[src/rtl/pipe_chain_ctrl.sv]
// pipe_chain_ctrl: parametrised EX..WB pipeline-register chain with load-use
// bubble insertion, branch flush, global freeze, EX-operand forwarding selects
// and a saturating stall-cycle counter.
module pipe_chain_ctrl #(
  parameter int NSTAGES = 4,
  parameter int DW      = 32,
  parameter int RW      = 5,
  parameter int SELW    = $clog2(NSTAGES),
  parameter int CW      = 32
) (
  input  logic                  clk,
  input  logic                  resetn,
  input  logic                  in_valid,
  output logic                  in_ready,
  input  logic [DW-1:0]         in_payload,
  input  logic [RW-1:0]         in_rs1,
  input  logic [RW-1:0]         in_rs2,
  input  logic [RW-1:0]         in_rd,
  input  logic                  in_regwrite,
  input  logic                  in_memread,
  input  logic                  flush,
  input  logic                  ext_stall,
  output logic [NSTAGES-1:0]    stage_valid,
  output logic [NSTAGES*DW-1:0] stage_payload,
  output logic [NSTAGES*RW-1:0] stage_rd,
  output logic [NSTAGES-1:0]    stage_regwrite,
  output logic [SELW-1:0]       fwd_sel1,
  output logic [SELW-1:0]       fwd_sel2,
  output logic                  load_use_stall,
  output logic [CW-1:0]         stall_cnt
);

  // Per-stage state; a bubble is all-zero in every field.
  logic          vld [NSTAGES];
  logic          rwr [NSTAGES];
  logic          mrd [NSTAGES];
  logic [RW-1:0] rdt [NSTAGES];
  logic [DW-1:0] pld [NSTAGES];
  logic [RW-1:0] rs1_0;
  logic [RW-1:0] rs2_0;

  logic hazard;
  logic take_input;

  // Load-use detection against the instruction currently in decode; x0 never hazards.
  always_comb begin
    hazard = vld[0] && mrd[0] && (rdt[0] != {RW{1'b0}}) && in_valid &&
             ((rdt[0] == in_rs1) || (rdt[0] == in_rs2));
  end

  // Handshake: freeze blocks everything, flush swallows the input, hazard holds it back.
  always_comb begin
    if (!resetn || ext_stall) begin
      in_ready       = 1'b0;
      load_use_stall = 1'b0;
    end else if (flush) begin
      in_ready       = 1'b1;
      load_use_stall = 1'b0;
    end else begin
      in_ready       = !hazard;
      load_use_stall = hazard;
    end
    take_input = in_ready && in_valid && !flush;
  end

  // Forwarding selects: scan oldest to youngest so the youngest producer wins.
  always_comb begin
    fwd_sel1 = {SELW{1'b0}};
    fwd_sel2 = {SELW{1'b0}};
    for (int k = NSTAGES - 1; k >= 1; k--) begin
      if (vld[0] && vld[k] && rwr[k] && (rdt[k] != {RW{1'b0}})) begin
        if (rdt[k] == rs1_0) begin
          fwd_sel1 = SELW'(k);
        end else begin
          fwd_sel1 = fwd_sel1;
        end
        if (rdt[k] == rs2_0) begin
          fwd_sel2 = SELW'(k);
        end else begin
          fwd_sel2 = fwd_sel2;
        end
      end else begin
        fwd_sel1 = fwd_sel1;
        fwd_sel2 = fwd_sel2;
      end
    end
  end

  // Pack per-stage registers onto the flat output buses.
  always_comb begin
    for (int k = 0; k < NSTAGES; k++) begin
      stage_valid[k]              = vld[k];
      stage_regwrite[k]           = rwr[k];
      stage_payload[k*DW +: DW]   = pld[k];
      stage_rd[k*RW +: RW]        = rdt[k];
    end
  end

  // Chain advance: hold on freeze, otherwise shift and load stage 0 with input or bubble.
  always_ff @(posedge clk or negedge resetn) begin
    if (!resetn) begin
      for (int k = 0; k < NSTAGES; k++) begin
        vld[k] <= 1'b0;
        rwr[k] <= 1'b0;
        mrd[k] <= 1'b0;
        rdt[k] <= {RW{1'b0}};
        pld[k] <= {DW{1'b0}};
      end
      rs1_0 <= {RW{1'b0}};
      rs2_0 <= {RW{1'b0}};
    end else if (ext_stall) begin
      for (int k = 0; k < NSTAGES; k++) begin
        vld[k] <= vld[k];
        rwr[k] <= rwr[k];
        mrd[k] <= mrd[k];
        rdt[k] <= rdt[k];
        pld[k] <= pld[k];
      end
      rs1_0 <= rs1_0;
      rs2_0 <= rs2_0;
    end else begin
      for (int k = 1; k < NSTAGES; k++) begin
        vld[k] <= vld[k-1];
        rwr[k] <= rwr[k-1];
        mrd[k] <= mrd[k-1];
        rdt[k] <= rdt[k-1];
        pld[k] <= pld[k-1];
      end
      if (take_input) begin
        vld[0] <= 1'b1;
        rwr[0] <= in_regwrite;
        mrd[0] <= in_memread;
        rdt[0] <= in_rd;
        pld[0] <= in_payload;
        rs1_0  <= in_rs1;
        rs2_0  <= in_rs2;
      end else begin
        vld[0] <= 1'b0;
        rwr[0] <= 1'b0;
        mrd[0] <= 1'b0;
        rdt[0] <= {RW{1'b0}};
        pld[0] <= {DW{1'b0}};
        rs1_0  <= {RW{1'b0}};
        rs2_0  <= {RW{1'b0}};
      end
    end
  end

  // Saturating count of cycles where decode offers an instruction that is refused.
  always_ff @(posedge clk or negedge resetn) begin
    if (!resetn) begin
      stall_cnt <= {CW{1'b0}};
    end else if (in_valid && !in_ready && (stall_cnt != {CW{1'b1}})) begin
      stall_cnt <= stall_cnt + CW'(1'b1);
    end else begin
      stall_cnt <= stall_cnt;
    end
  end

endmodule

[config.mk]
export PLATFORM = sky130hd
export DESIGN_NAME = pipe_chain_ctrl
export DESIGN_NICKNAME = d
export VERILOG_FILES = /design/src/rtl/pipe_chain_ctrl.sv
export SDC_FILE = /design/constraint.sdc
export NUM_CORES = 1
export LEC_CHECK = 0
export ABC_AREA = 1
export BUFFER_PORTS_ARGS = -buffer_cell sky130_fd_sc_hd__buf_4
export CAP_MARGIN = 20
export CORE_ASPECT_RATIO = 0.9
export CORE_MARGIN = 5
export CORE_UTILIZATION = 45
export CTS_BUF_LIST = sky130_fd_sc_hd__clkbuf_8
export CTS_CLUSTER_DIAMETER = 30
export DETAILED_ROUTE_END_ITERATION = 16
export GPL_ROUTABILITY_DRIVEN = 0
export GPL_TIMING_DRIVEN = 0
export MAX_ROUTING_LAYER = met4
export PLACE_DENSITY = 0.7
export SLEW_MARGIN = 20
export SYNTH_ARGS = -nofsm -noshare
export SYNTH_HDL_FRONTEND = slang
export SYNTH_SLANG_ARGS = --single-unit
[constraint.sdc]
create_clock -name clk -period 3.5 [get_ports clk]
set_input_delay 0.7 -clock clk [delete_from_list [all_inputs] [get_ports clk]]
set_output_delay 0.7 -clock clk [all_outputs]
set_load 0.02 [all_outputs]
==> results.yml <==
setup_path:
  crit_buf_inv: 6
  crit_arrival_ns: 2.26
  cp-end-kind: "output pin"
  max_stage_delay_ns: 0.40
  rr_endpoint: "stall_cnt[29]$_DFFE_PN0P_"
  critPathRequiredTime_ns: 2.80
  r2r-start: "stall_cnt[0]$_DFFE_PN0P_"
  critPathSlowestCell: "buf_16"
  critical_path_peak_fanout: 94
  path_class: "in -> out"
  worstPathCellList: "buf_8 > buf_16 > inv_1 > nor2_1 > nand2_2 > buf_2 > inv_1 > buf_4"
  worstRegToRegCells: 9
  critPathMostFrequentCell: "inv_1"
  crit_family: "buffers and inverters"
  start_kind: "primary input"
  regToRegSetupSlack_ns: 1.25
die:
  std_cell_rows: 49
  start_util_pct: 45.7
  dieArea_um2: 23200
  ios: 248
  die_w_um: 160
  fp.coreArea_um2: 19900
  die_y_um: 145
yosys:
  synth-compound-area-share_pct: 9.88
  yosys-top-cells-count: "nand2_1, dfrtp_1, inv_1"
  synth_simple_gate_area_share_pct: 22.4
  synth_edf_count: 0
  yosysTopAreaCell: "dfrtp_1"
  ys_types: 28
  syn_inst: 1088
  syn_avg_cell_area_um2: 8.37
  synth-main-ff-cell: "dfrtp_1"
  synth_most_common_cell: "nand2_1"
  ys_ff_latch: 199
  synth_top_area_share_pct: 54.7
  synthMuxAreaShare_pct: 0
  syn_nets: 1143
  synth-xor-area-share_pct: 4.14
  yosys_warnings: 0
  syn_area_um2: 9100
  synth_area_leaders: "dfrtp_1, nand2_1, o21ai_0"
  synth_fa_ha_area_share_pct: 0.137
  synthArstFlopShare_pct: 100
  synth_top_family_by_area: "simple AND/OR/NAND/NOR gates"
  yosysSeqAreaShare_pct: 54.7
placed_design:
  io_buffers: 245
  dp_worst_setup_slack_ns: 0.487
  place_hpwl_um: 21200
  dpl_cell_area_um2: 11300
job:
  maxCapViolCount: 0
routing:
  routed.top_layer: "met4"
  drc: 0
  route.met3.wl_um: 2540
  wl_per_cell_um: 17.1
  wl_met2_um: 13000
  dr.first_iter.drc_count: 512
  ant_nets: 0
  dr.pass1.iters: 5
  wl_met1_um: 11700
  vias: 8175
  routed_via_density: 5.04
  wl_um: 27700
power:
  leakagePower_nw: 5.99
  p_per_area_nw_per_um2: 415
  ir_drop_uv: 288
cts:
  path_clk_slew_ns: 0.11
  tritoncts: "built"
  cts_buffers: 17
  clock_sinks: 199
  cts_hold_buf: 0
  cts_buffer_depth: 2
  cts_root_buffer: "clkbuf_8"
  cts_resized: 0
  post_cts_buffers: 0
  h-tree-depth: 4
  clock_latency_ns: 0.49
run_status:
  status: "completed"
sta:
  hold_slack_ns: 0.0565
  worst_pin_slew_ns: 0.618
  period_needed_ns: 2.96
  final-setup-viol-count: 0
  max_freq_ghz: 0.337
  finalMaxSlewViolations: 0
  rsz0062_at_grt: "no"
  min_period_over_period_pct: 84.7
  fin_ws_ns: 0.536
  tns_ns: 0
  slew_headroom_pct: 58.8
  fin_skew_ns: 0.0276
  hold_viol: 0
cells_and_area:
  final_cell_area_um2: 11800
  num_antenna_cells: 0
  fin_nets: 1409
  fin_util_pct: 59.0
  areaGrowthSynthToFinish_pct: 29.2
  drive_gt1_share_pct: 23.4
grt:
  grt_max_degree: 95
  antenna_found_initial: 0
  gr-total-overflow: 0
  grt.total_usage_pct: 24.7
  grt_pass1_vias: 8243
  grt_pass1_wl_um: 44500
min_path:
  hp-class: "in -> async"
cell usage in the layout, fill, tap and decap left out, types with 2 or more instances in the layout:
| cell type | synthesis | routed |
|---|---|---|
| nor2_1 | 62 | 62 |
| clkinv_8 | 0 | 7 |
| nand3_2 | 2 | 2 |
| nor3_1 | 10 | 10 |
| nand3b_1 | 15 | 15 |
| nand3_1 | 13 | 13 |
| o21ai_1 | 8 | 8 |
| xnor2_1 | 21 | 21 |
| o21ai_0 | 119 | 119 |
| o22ai_1 | 41 | 41 |
| inv_6 | 0 | 3 |
| buf_4 | 0 | 244 |
| nand4_1 | 42 | 42 |
| inv_1 | 142 | 142 |
| inv_8 | 0 | 2 |
| buf_8 | 1 | 2 |
| buf_16 | 0 | 2 |
| buf_6 | 2 | 2 |
| xor2_1 | 22 | 22 |
| dfrtp_1 | 199 | 199 |
| buf_2 | 12 | 12 |
| clkbuf_1 | 33 | 33 |
| clkbuf_8 | 0 | 18 |
| nor2_2 | 3 | 3 |
| clkinv_1 | 3 | 3 |
| inv_2 | 7 | 7 |
| nand2_1 | 313 | 313 |
| nand2_2 | 12 | 12 |
routing by layer:
layer / vias to the layer above / track usage (%)
li1: 3996 / -
met5: - / -
met1: 3901 / 30.7
met2: 244 / 38.1
met3: 34 / 9.44
met4: 0 / 6.75
power breakdown:
group / leakage, nW / total [mW] / internal [mW] / switching (mW)
sequential: 2.73 / 2.54 / 2.42 / 0.123
combinational: 3.05 / 0.792 / 0.305 / 0.487
clock: 0.215 / 1.55 / 0.578 / 0.972
total: 5.99 / 4.88 / 3.30 / 1.58
cells by family (layout without fill, tap and decap cells):
group	after synthesis	in the layout
simple gates	475	475
buf+inv	201	480
flops	199	199
compound gates	169	169
xor+xnor	43	43
fa+ha+maj	1	1
through the flow:
step           cells  power, mW
2_1_floorplan   1088       2.96
3_3_place_gp    1588       3.36
3_5_place_dp    1590       3.38
4_1_cts         1622       4.92
5_1_grt         1622       5.12
6_report        1622       4.88
worst max-delay path by stage:
stage / slack, ns / start / endpoint / cells after the start
after floorplan: 1.04 / ext_stall / load_use_stall / 4
after global placement: -0.92 / resetn / in_ready / 7
after detailed placement: 0.49 / resetn / in_ready / 8
after CTS: 0.48 / resetn / in_ready / 8
after global routing: 0.26 / resetn / in_ready / 8
final: 0.54 / resetn / in_ready / 8
registers in the layout, indices dropped and copies added (netlist names):
name,count
stage_payload,128
stage_rd,20
stage_valid,4
rs1_0,5
stall_cnt,32
mrd,1
rs2_0,5
stage_regwrite,4
layout make-up:
type	count	area (um^2)
sequential	199	4980
clock buffer	18	248
timing repair buffer	247	1900
inverter	152	571
fill	1820	8160
multi-input combinational	688	3330
clock inverter	14	188
buffer	49	225
tap	255	319
No activity file was read; power rests on OpenSTA's default activity.
